--- src/rtl/wheel_pulse_conditioner.sv ---
// Wheel sensor front end: synchronises and debounces the raw Hall input,
// divides accepted rising edges into per-distance-unit motor_cycle pulses,
// and tracks standstill to produce wait_tick pulses for waiting-time billing.
`timescale 1ns/1ps
module wheel_pulse_conditioner #(
    parameter int SYNC_STAGES      = 2,
    parameter int DEBOUNCE_CYCLES  = 16,
    parameter int PULSES_PER_UNIT  = 4,
    parameter int STALL_CYCLES     = 1000,
    parameter int WAIT_TICK_CYCLES = 500
) (
    input  logic        clk,
    input  logic        rst,
    input  logic        wheel_raw,
    input  logic        enable,
    output logic        motor_cycle,
    output logic        moving,
    output logic        wait_tick,
    output logic [15:0] pulse_total
);

    localparam int CNT_W   = $clog2(DEBOUNCE_CYCLES + 1);
    localparam int DIV_W   = (PULSES_PER_UNIT > 1) ? $clog2(PULSES_PER_UNIT) : 1;
    localparam int STALL_W = $clog2(STALL_CYCLES + 1);
    localparam int WAIT_W  = (WAIT_TICK_CYCLES > 1) ? $clog2(WAIT_TICK_CYCLES) : 1;

    localparam logic [CNT_W-1:0]   DEB_LAST  = CNT_W'(DEBOUNCE_CYCLES - 1);
    localparam logic [DIV_W-1:0]   DIV_LAST  = DIV_W'(PULSES_PER_UNIT - 1);
    localparam logic [STALL_W-1:0] STALL_MAX = STALL_W'(STALL_CYCLES);
    localparam logic [WAIT_W-1:0]  WAIT_LAST = WAIT_W'(WAIT_TICK_CYCLES - 1);

    typedef enum logic [1:0] {
        S_LOW       = 2'd0,
        S_CONF_HIGH = 2'd1,
        S_HIGH      = 2'd2,
        S_CONF_LOW  = 2'd3
    } deb_state_t;

    // ------------------------------------------------------------------
    // Synchroniser chain: stage gi takes the output of stage gi-1
    // ------------------------------------------------------------------
    logic [SYNC_STAGES-1:0] r_sync;
    logic [SYNC_STAGES-1:0] w_sync_d;
    logic                   w_sync_lvl;

    assign w_sync_d[0] = wheel_raw;

    genvar gi;
    generate
        for (gi = 1; gi < SYNC_STAGES; gi++) begin : g_sync
            assign w_sync_d[gi] = r_sync[gi-1];
        end
    endgenerate

    assign w_sync_lvl = r_sync[SYNC_STAGES-1];

    // Shift the raw level through the synchroniser flops
    always_ff @(posedge clk) begin
        if (rst) begin
            r_sync <= '0;
        end else begin
            r_sync <= w_sync_d;
        end
    end

    // ------------------------------------------------------------------
    // Debounce FSM. The confirm states count consecutive samples of the
    // new level; the last confirming sample moves to the stable state.
    // Only the rising side raises acc, registered for exactly one cycle.
    // ------------------------------------------------------------------
    deb_state_t       r_state, w_state_next;
    logic [CNT_W-1:0] r_cnt, w_cnt_next;
    logic             r_acc, w_acc_next;

    // Debounce next-state and accepted-edge decode
    always_comb begin
        w_state_next = r_state;
        w_cnt_next   = r_cnt;
        w_acc_next   = 1'b0;
        case (r_state)
            S_LOW: begin
                if (w_sync_lvl) begin
                    if (DEBOUNCE_CYCLES == 1) begin
                        w_state_next = S_HIGH;
                        w_cnt_next   = '0;
                        w_acc_next   = 1'b1;
                    end else begin
                        w_state_next = S_CONF_HIGH;
                        w_cnt_next   = CNT_W'(1);
                    end
                end
            end
            S_CONF_HIGH: begin
                if (!w_sync_lvl) begin
                    w_state_next = S_LOW;
                    w_cnt_next   = '0;
                end else if (r_cnt >= DEB_LAST) begin
                    w_state_next = S_HIGH;
                    w_cnt_next   = '0;
                    w_acc_next   = 1'b1;
                end else begin
                    w_cnt_next = r_cnt + CNT_W'(1);
                end
            end
            S_HIGH: begin
                if (!w_sync_lvl) begin
                    if (DEBOUNCE_CYCLES == 1) begin
                        w_state_next = S_LOW;
                        w_cnt_next   = '0;
                    end else begin
                        w_state_next = S_CONF_LOW;
                        w_cnt_next   = CNT_W'(1);
                    end
                end
            end
            S_CONF_LOW: begin
                if (w_sync_lvl) begin
                    w_state_next = S_HIGH;
                    w_cnt_next   = '0;
                end else if (r_cnt >= DEB_LAST) begin
                    w_state_next = S_LOW;
                    w_cnt_next   = '0;
                end else begin
                    w_cnt_next = r_cnt + CNT_W'(1);
                end
            end
            default: begin
                w_state_next = S_LOW;
                w_cnt_next   = '0;
            end
        endcase
    end

    // Debounce state, confirm counter and accepted-edge flag
    always_ff @(posedge clk) begin
        if (rst) begin
            r_state <= S_LOW;
            r_cnt   <= '0;
            r_acc   <= 1'b0;
        end else begin
            r_state <= w_state_next;
            r_cnt   <= w_cnt_next;
            r_acc   <= w_acc_next;
        end
    end

    // ------------------------------------------------------------------
    // Divider: the wrap is flagged when the completing acc is counted,
    // and motor_cycle is registered from that flag one cycle later.
    // ------------------------------------------------------------------
    logic [DIV_W-1:0] r_div;
    logic             r_wrap;
    logic             r_motor;

    // Count accepted edges per distance unit while the meter runs
    always_ff @(posedge clk) begin
        if (rst || !enable) begin
            r_div  <= '0;
            r_wrap <= 1'b0;
        end else if (r_acc) begin
            if (r_div == DIV_LAST) begin
                r_div  <= '0;
                r_wrap <= 1'b1;
            end else begin
                r_div  <= r_div + DIV_W'(1);
                r_wrap <= 1'b0;
            end
        end else begin
            r_wrap <= 1'b0;
        end
    end

    // Emit the single-cycle motor pulse
    always_ff @(posedge clk) begin
        if (rst) begin
            r_motor <= 1'b0;
        end else begin
            r_motor <= r_wrap & enable;
        end
    end

    // ------------------------------------------------------------------
    // Stall timer: zero in the acc cycle, then counts up and saturates.
    // Starting saturated makes the vehicle read as stopped after reset.
    // ------------------------------------------------------------------
    logic [STALL_W-1:0] r_stall;
    logic               r_moving;

    // Track cycles since the last accepted edge
    always_ff @(posedge clk) begin
        if (rst) begin
            r_stall <= STALL_MAX;
        end else if (w_acc_next) begin
            r_stall <= '0;
        end else if (r_stall != STALL_MAX) begin
            r_stall <= r_stall + STALL_W'(1);
        end
    end

    // Register the moving flag from the timer
    always_ff @(posedge clk) begin
        if (rst) begin
            r_moving <= 1'b0;
        end else begin
            r_moving <= (r_stall < STALL_MAX);
        end
    end

    // ------------------------------------------------------------------
    // Waiting-time counter: free-runs while stopped and enabled. An acc
    // landing on the terminal cycle clears it without a tick.
    // ------------------------------------------------------------------
    logic [WAIT_W-1:0] r_wait;
    logic              r_tick;

    // Generate periodic wait ticks while stopped
    always_ff @(posedge clk) begin
        if (rst) begin
            r_wait <= '0;
            r_tick <= 1'b0;
        end else begin
            r_tick <= 1'b0;
            if (r_acc || r_moving || !enable) begin
                r_wait <= '0;
            end else if (r_wait == WAIT_LAST) begin
                r_wait <= '0;
                r_tick <= 1'b1;
            end else begin
                r_wait <= r_wait + WAIT_W'(1);
            end
        end
    end

    // ------------------------------------------------------------------
    // Saturating total of accepted rising edges, independent of enable
    // ------------------------------------------------------------------
    logic [15:0] r_total;

    // Count every accepted edge, holding at all-ones
    always_ff @(posedge clk) begin
        if (rst) begin
            r_total <= '0;
        end else if (r_acc && (r_total != 16'hFFFF)) begin
            r_total <= r_total + 16'd1;
        end
    end

    assign motor_cycle = r_motor;
    assign moving      = r_moving;
    assign wait_tick   = r_tick;
    assign pulse_total = r_total;

endmodule

--- config.mk ---
export PLATFORM = sky130hd
export DESIGN_NAME = wheel_pulse_conditioner
export DESIGN_NICKNAME = d
export VERILOG_FILES = /design/src/rtl/wheel_pulse_conditioner.sv
export SDC_FILE = /design/constraint.sdc
export NUM_CORES = 1
export LEC_CHECK = 0
export CAP_MARGIN = 20
export CORE_MARGIN = 5
export CORE_UTILIZATION = 53
export CTS_BUF_LIST = sky130_fd_sc_hd__clkbuf_4
export DETAILED_ROUTE_END_ITERATION = 7
export PLACE_DENSITY = 0.89
export SLEW_MARGIN = 25
export SYNTH_ARGS = -nofsm -noshare
export SYNTH_HDL_FRONTEND = slang
export SYNTH_SLANG_ARGS = --single-unit
--- constraint.sdc ---
create_clock -name clk -period 2 [get_ports clk]
set_clock_uncertainty 0.1 [all_clocks]
set_input_delay 0.4 -clock clk [delete_from_list [all_inputs] [get_ports clk]]
set_output_delay 0.4 -clock clk [all_outputs]
set_load 0.02 [all_outputs]
After elaboration in Yosys (flattened, before gate mapping)
Index checks and enable logic that the tools add are counted.
Widths: inputs -> output; s select.
- reduce and logical (&&, ||, !) cells: 13
- bitwise gates (word level): 2
- $lt $le $gt $ge: 2
- multiplexer cells: 21
- add/sub/neg operators: 5
- equal/unequal tests: 11
- operators with widths (operator ; count):
    $mux 5 ; 5
    $mux 10 ; 2
    $pmux 5 s4 ; 1
    $add 16x1->16 const B ; 1
    $ne 16x16->1 const B ; 1
    $mux 2 ; 7
    $add 10x1->10 const B ; 1
    $lt 10x10->1 const B ; 1
    $ne 10x10->1 const B ; 1
    $add 9x1->9 const B ; 1
    $eq 9x9->1 const B ; 1
    $pmux 2 s4 ; 1
    $eq 2x2->1 const B ; 3
    $ne 3x3->1 const B ; 2
    $reduce_or 2->1 ; 3
    $add 5x1->5 const B ; 1
    $ge 5x4->1 const B ; 1
    $mux 1 ; 5
    $ne 2x2->1 const B ; 2
    $reduce_and 4->1 ; 1
    $logic_or 1x1->1 ; 3
    $reduce_or 3->1 ; 1
    $add 2x1->2 const B ; 1
    $eq 2x1->1 const B ; 1
    7 further kinds ; 7
- register bits: 51
- output and inout port bits: 19
- word-level logic and storage cells: 67

Longest topological paths before layout
Gate-level depths: netlist (run 1).
- depth after elaboration: 5
- mapped depth: 7

Worst setup path before layout (run 1)
No wires, ideal clock.
- kind: flip-flop to flip-flop
- start point: register r_total[0], in the netlist pulse_total[0]
- end point: register r_total[1], in the netlist pulse_total[1]
- required time: 1772 ps
- arrival: 1771 ps
- slack: 1 ps
- library setup time: 128 ps
- cell stages (with the launch flop): 6
- cells stage by stage: dfxtp_1 -> ha_1 -> nand4_1 -> o41ai_4 -> mux2i_1 -> nor2_1
- cells in the longest elaborated chain, start to end: 2
- ends and longest elaborated chain (what ; RTL line ; RTL):
    from (decl) ; 237 ; logic [15:0] r_total;
    from (signal assigned) ; 244 ; r_total <= r_total + 16'd1;
    branches (longest 2 deep; another with $add 16x1->16) ; - ;
Parallel ways; which one is timed is not known.
A chain may end at the register's enable or synchronous reset.

Final worst setup path (run 1)
- start point: register r_total[0], in the netlist pulse_total[0]
- end point: register r_total[14], in the netlist pulse_total[14]
Same word-level chain as after synthesis.

==> impl_metrics.env, run 1 <==
export IMPL_status="complete, no violations"
export IMPL_grtUsageMet2_pct=26.6
export IMPL_p_switching_mw=0.378
export IMPL_period_share_pct=98.7
export IMPL_grt_use_total_pct=17.1
export IMPL_cts_buffer_depth=2
export IMPL_cts_htree_levels=2
export IMPL_whs_path_depth=2
export IMPL_ys_seq_elements=51
export IMPL_die_area_um2=5740
export IMPL_combPwrFrac_pct=5.3
export IMPL_crit_buf_inv=1
export IMPL_p_leak_nw=1.23
export IMPL_overflow=0
export IMPL_max_slew_margin_pct=74.0
export IMPL_drt_iter0_drc=149
export IMPL_place_hpwl_um=3210
export IMPL_hold_buffers=0
export IMPL_grt_pass1_wl_um=7580
export IMPL_gr_usage_met3_pct=4.75
export IMPL_cts_buffers=5
export IMPL_tightest_slew_ps=389
export IMPL_grt_use_met1_pct=22.9
export IMPL_vias_per_cell=5.61
export IMPL_register_area_um2=1020
export IMPL_grt_antenna_before_repair=0
export IMPL_crit_fanout=5
export IMPL_gp_congestion=0.787
export IMPL_start_util_pct=53.7
export IMPL_coreArea_um2=4260
export IMPL_fillers=326
export IMPL_setup_slack_ps=26.2
export IMPL_synth_area_um2=2290
export IMPL_critPathTopFamily="simple AND/OR/NAND/NOR gates"
export IMPL_clk_pin_slew_ps=140
export IMPL_drive_gt1_share_pct=13.9
export IMPL_routed_wl_um=4680
export IMPL_cp_slowest_stage_delay_ps=460
export IMPL_placed_area_um2=2680
export IMPL_cts_root_buf="clkbuf_4"
export IMPL_drtAntennaViolNets=0
export IMPL_slowest_stage="or4_1"
export IMPL_dp_slack_ps=-12.7
export IMPL_crit_chain="ha_1 -> buf_4 -> and4_1 -> o2111ai_2 -> or4_1 -> a21oi_1"
export IMPL_clock_sinks=51
export IMPL_vdd_ir_drop_max_v=0.000373
export IMPL_p_seq_share_pct=61.0
export IMPL_areaGrowthSynthToFinish_pct=24.0
export IMPL_grt_max_degree=25
export IMPL_final_common_cell="dfxtp_1"
export IMPL_setup_viol=0
export IMPL_wl_per_cell_um=13.5
export IMPL_n_antenna_cell=0
export IMPL_drc=0
export IMPL_synth_nets=260
export IMPL_io_pins=23
export IMPL_final_cell_mix="50 x dfxtp_1, 30 x nor2_1, 21 x buf_4"
export IMPL_synthCells=249
export IMPL_ff2ff_path_depth=6
export IMPL_stdcell_area_um2=2840
export IMPL_worstHoldPathType="reg2reg"
export IMPL_syn_area_per_cell_um2=9.20
export IMPL_num_vias=1946
export IMPL_numPortBuffers=22
export IMPL_fin_crit_ps=1970
export IMPL_critPathKind="reg2reg"
export IMPL_firstDrtPassIters=4
export IMPL_die_h_um=75.7
export IMPL_fmax_mhz=507
export IMPL_netlist_cell_type_count=39
export IMPL_cap_violations=0
export IMPL_hold_viol=0
export IMPL_clkPwrFrac_pct=33.7
export IMPL_placementRows=24
export IMPL_yosysSeqAreaShare_pct=44.6
export IMPL_final_max_slew_viol_count=0
export IMPL_clk_latency_ps=360
export IMPL_nets=305
export IMPL_p_per_area_nw_per_um2=602
export IMPL_cts_tree="done"
export IMPL_grt_pass1_vias=1708
export IMPL_cp_end_kind="flop"
export IMPL_yosysWarnings=0
export IMPL_fin_util_pct=66.6
export IMPL_start_kind="flop"
export IMPL_required_ps=2200
export IMPL_crit_cells=6
export IMPL_die_w_um=75.7
export IMPL_grt_busiest_layer="met2"
export IMPL_switching_share_pct=22.1
export IMPL_multi_input_area_um2=1240
export IMPL_p_int_mw=1.33
export IMPL_arrival_ps=2180
## flip-flops by register name (all words and copies together) (netlist names), named ones only
register	flops
r_cnt	5
moving	1
pulse_total	16
r_state	1
motor_cycle	1
r_wrap	1
r_div	2
wait_tick	1
r_wait	9
r_sync	2
r_acc	1
r_stall	10
## cell families after synthesis
family                   synth area share, %
multiplexers                            2.68
buffers and inverters                   2.35
adder cells (fa/ha/maj)                 3.82
AND/OR/NAND/NOR                         26.3
flip-flops                              44.6
XOR/XNOR                                7.65
AO/OA/AOI/OAI                           12.6
## worst reg2reg max path, stage by stage (launching register included)
cell and delay [ps]:
dfxtp_1 370, ha_1 190, buf_4 130, and4_1 280, o2111ai_2 210, or4_1 460, a21oi_1 180
## Yosys cell counts
library cell | instances | area [µm²]
nand4b_1 | 1 | 8.76
mux2i_1 | 5 | 50.1
xor2_1 | 15 | 131
nand3b_1 | 1 | 7.51
nand4_1 | 9 | 56.3
a211oi_1 | 1 | 7.51
or2_1 | 1 | 6.26
nand3_1 | 12 | 60.1
dfxtp_1 | 51 | 1020
o41ai_1 | 2 | 17.5
o21ai_0 | 6 | 30.0
xnor2_1 | 5 | 43.8
nor3_1 | 4 | 20.0
a2111oi_4 | 1 | 27.5
mux2_2 | 1 | 11.3
nand2b_1 | 3 | 18.8
o41ai_4 | 1 | 27.5
nor4b_2 | 1 | 15.0
inv_1 | 9 | 33.8
o21ai_1 | 2 | 10.0
nor2_1 | 31 | 116
a31oi_1 | 1 | 6.26
nand2_1 | 15 | 56.3
o21bai_1 | 6 | 45.0
or3_1 | 8 | 50.1
o2111ai_1 | 1 | 8.76
ha_1 | 7 | 87.6
or4_1 | 5 | 37.5
and3_1 | 3 | 18.8
nor4bb_1 | 1 | 10.0
and4_1 | 5 | 43.8
clkbuf_1 | 4 | 15.0
buf_2 | 1 | 5.00
nor2b_1 | 4 | 25.0
o31ai_1 | 3 | 22.5
or2_2 | 3 | 18.8
nand4_4 | 1 | 21.3
nor4_1 | 2 | 12.5
a21oi_1 | 17 | 85.1
## power groups by stage
stage	Sequential (mW)	Combinational, mW	Clock (mW)
after floorplan	1.06	0.0648	0
after detailed placement	1.06	0.0904	0
after global routing	1.05	0.106	0.631
final	1.04	0.0909	0.577
after global placement	1.06	0.0885	0
after CTS	1.04	0.0906	0.583
## area by class of cell
cell class,count,area share [%]
timing repair buffer,43,14.3
multi-input combinational,184,43.5
clock inverter,3,1.37
sequential,51,36.0
clock buffer,5,1.32
inverter,9,1.19
tap,52,2.29
## per-stage QoR
step           power, mW  setup TNS, ps  std cells  hold slack (ps)
3_3_place_gp        1.15              0        335              296
6_report            1.71              0        347              319
4_1_cts             1.72              0        343              320
5_1_grt             1.78           -113        347              331
3_5_place_dp        1.16          -12.7        335              300
2_1_floorplan       1.13              0        249              294
## per-layer routing
layer  part of all wire [%]  up-vias
met5                      0        -
met4                    1.3        0
met3                    4.5        7
met2                     49       42
met1                     45      915
li1                       -      982
## path summary, 6_finish.rpt
kind | startpoint | slack (ps) | to
setup / recovery | pulse_total[0] | 30 | pulse_total[14]
hold / removal | r_wrap | 320 | motor_cycle
setup reg to reg | pulse_total[0] | 30 | pulse_total[14]
hold reg to reg | r_wrap | 320 | motor_cycle
## what timing repair did
item / CTS / global route
endpoints found under the setup margin: 3 / 24
setup buffers: 0 / 4
resized for setup: 3 / 16
endpoints found under the hold margin: 0 / 0
pin swaps: 0 / 1
No activity file was read; power rests on OpenSTA's default activity.
==> inputs of run 2 (changes only) <==
Settings changed: CORE_MARGIN 5 to default.
==> impl_metrics.env, run 2 (synthesis results as in run 1) <==
export IMPL_status="complete, no violations"
export IMPL_areaGrowthSynthToFinish_pct=22.0
export IMPL_cap_violations=0
export IMPL_switching_share_pct=22.9
export IMPL_critPathKind="reg2reg"
export IMPL_final_max_slew_viol_count=0
export IMPL_max_slew_margin_pct=67.1
export IMPL_p_int_mw=1.33
export IMPL_power_total_mw=1.72
export IMPL_reg2reg_from="r_cnt[1]"
export IMPL_crit_chain="ha_1 -> and3_1 -> ha_1 -> nor2_4 -> a21oi_1 -> or2_2 -> a211oi_1"
export IMPL_p_per_area_nw_per_um2=617
export IMPL_gp_congestion=0.790
export IMPL_grt_pass1_wl_um=7090
export IMPL_register_area_um2=1020
export IMPL_drive_gt1_share_pct=12.1
export IMPL_firstDrtPassIters=4
export IMPL_clk_latency_ps=380
export IMPL_final_common_cell="dfxtp_1"
export IMPL_worstSetupStartpoint="r_cnt[1]"
export IMPL_drt_iter0_drc=157
export IMPL_coreArea_um2=4090
export IMPL_overflow=0
export IMPL_p_leak_nw=1.19
export IMPL_rrSetupSlack_ps=50
export IMPL_worstHoldPathType="reg2reg"
export IMPL_multi_input_area_um2=1230
export IMPL_grt_max_degree=33
export IMPL_slowest_stage="dfxtp_1"
export IMPL_crit_fanout=4
export IMPL_cts_tree="done"
export IMPL_die_area_um2=4590
export IMPL_clk_pin_slew_ps=150
export IMPL_hold_buffers=0
export IMPL_cp_slowest_stage_delay_ps=360
export IMPL_drtAntennaViolNets=0
export IMPL_vdd_ir_drop_max_v=0.000439
export IMPL_grt_antenna_before_repair=0
export IMPL_numPortBuffers=22
export IMPL_clkPwrFrac_pct=34.2
export IMPL_combPwrFrac_pct=5.3
export IMPL_fin_hold_ws_ps=329
export IMPL_placementRows=23
export IMPL_grt_use_total_pct=20.4
export IMPL_required_ps=2190
export IMPL_start_kind="flop"
export IMPL_num_vias=1921
export IMPL_cts_buffers=5
export IMPL_die_w_um=67.7
export IMPL_cts_htree_levels=2
export IMPL_cp_end_kind="flop"
export IMPL_io_pins=23
export IMPL_ff2ff_path_depth=7
export IMPL_final_cell_mix="50 x dfxtp_1, 30 x nor2_1, 17 x a21oi_1"
export IMPL_clock_sinks=51
export IMPL_drc=0
export IMPL_tightest_slew_ps=494
export IMPL_cts_buffer_depth=2
export IMPL_fin_crit_ps=1950
export IMPL_hold_viol=0
export IMPL_rsz0062_at_grt="true"
export IMPL_largest_reg_flops=16
export IMPL_routed_wl_um=4610
export IMPL_vias_per_cell=5.65
export IMPL_crit_top_cell="ha_1"
export IMPL_grt_pass1_vias=1732
export IMPL_fmax_mhz=514
export IMPL_die_h_um=67.7
export IMPL_wl_per_cell_um=13.5
export IMPL_n_antenna_cell=0
export IMPL_setup_viol=0
export IMPL_nets=300
export IMPL_arrival_ps=2140
export IMPL_fillers=313
export IMPL_place_hpwl_um=3260
export IMPL_cts_root_buf="clkbuf_4"
export IMPL_endpoint="r_cnt[0]"
export IMPL_period_share_pct=97.3
export IMPL_p_seq_share_pct=60.5
export IMPL_start_util_pct=56.0
export IMPL_p_switching_mw=0.394
export IMPL_rr_endpoint="r_cnt[0]"
run 2: cell types whose count changed in the layout (fill, tap and decap cells not counted), sizes merged:
cell	delta
buf	-5
clkdlybuf4s50	+1
dlymetal6s2s	-1
run 2: critical path, delay by kind of cell (launching register included):
kind | cells | cell delay, ps
flops | 1 | 360
fa+ha+maj | 2 | 420
compound gates | 2 | 340
simple gates | 3 | 660
run 2: worst min-delay path by stage:
stage,startpoint,end,slack [ps],depth (start not counted)
after floorplan,r_wrap,motor_cycle,290,2
final,r_wrap,motor_cycle,330,2
after global placement,r_wrap,motor_cycle,300,2
after CTS,r_wrap,motor_cycle,320,2
after detailed placement,r_wrap,motor_cycle,300,2
after global routing,r_wrap,motor_cycle,360,2
run 2: power groups by stage:
stage / combinational, mW / sequential (mW) / clock, mW
finish: 0.0915 / 1.04 / 0.590
global route: 0.102 / 1.05 / 0.632
CTS: 0.0921 / 1.04 / 0.596
detailed placement: 0.0915 / 1.06 / 0
global placement: 0.0854 / 1.06 / 0
floorplan: 0.0648 / 1.06 / 0
run 2: area by class of cell:
class                      instances  area share [%]
clock inverter                     3            1.39
sequential                        51            36.6
timing repair buffer              38            13.1
clock buffer                       5            1.34
inverter                           9            1.21
tap                               50            2.24
multi-input combinational        184            44.1
run 2: per-stage QoR:
| stage | area, µm² | TNS (ps) | std cells | worst slack [ps] | util (%) |
|---|---|---|---|---|---|
| floorplan | 2290 | 0 | 249 | 1.42 | - |
| global placement | 2670 | 0 | 331 | 47.2 | 65.2 |
| detailed placement | 2670 | -64.3 | 331 | -64.3 | 65.2 |
| CTS | 2740 | 0 | 339 | 1.90 | 67.1 |
| global route | 2790 | -199 | 340 | -68.5 | 68.3 |
| finish | 2790 | 0 | 340 | 53.4 | 68.3 |
run 2: metal layers:
| metal | global-route usage (%) | routed length (µm) | up-vias |
|---|---|---|---|
| li1 | - | - | 964 |
| met1 | 25.5 | 2120 | 905 |
| met2 | 33.3 | 2220 | 44 |
| met3 | 4.56 | 192 | 8 |
| met4 | 8.78 | 72 | 0 |
| met5 | 0 | 0 | - |
run 2: repair_timing:
item / in CTS / in global routing
pin swaps: 0 / 1
buffers inserted: 0 / 1
endpoints found under the setup margin: 3 / 17
gates resized for setup: 3 / 14
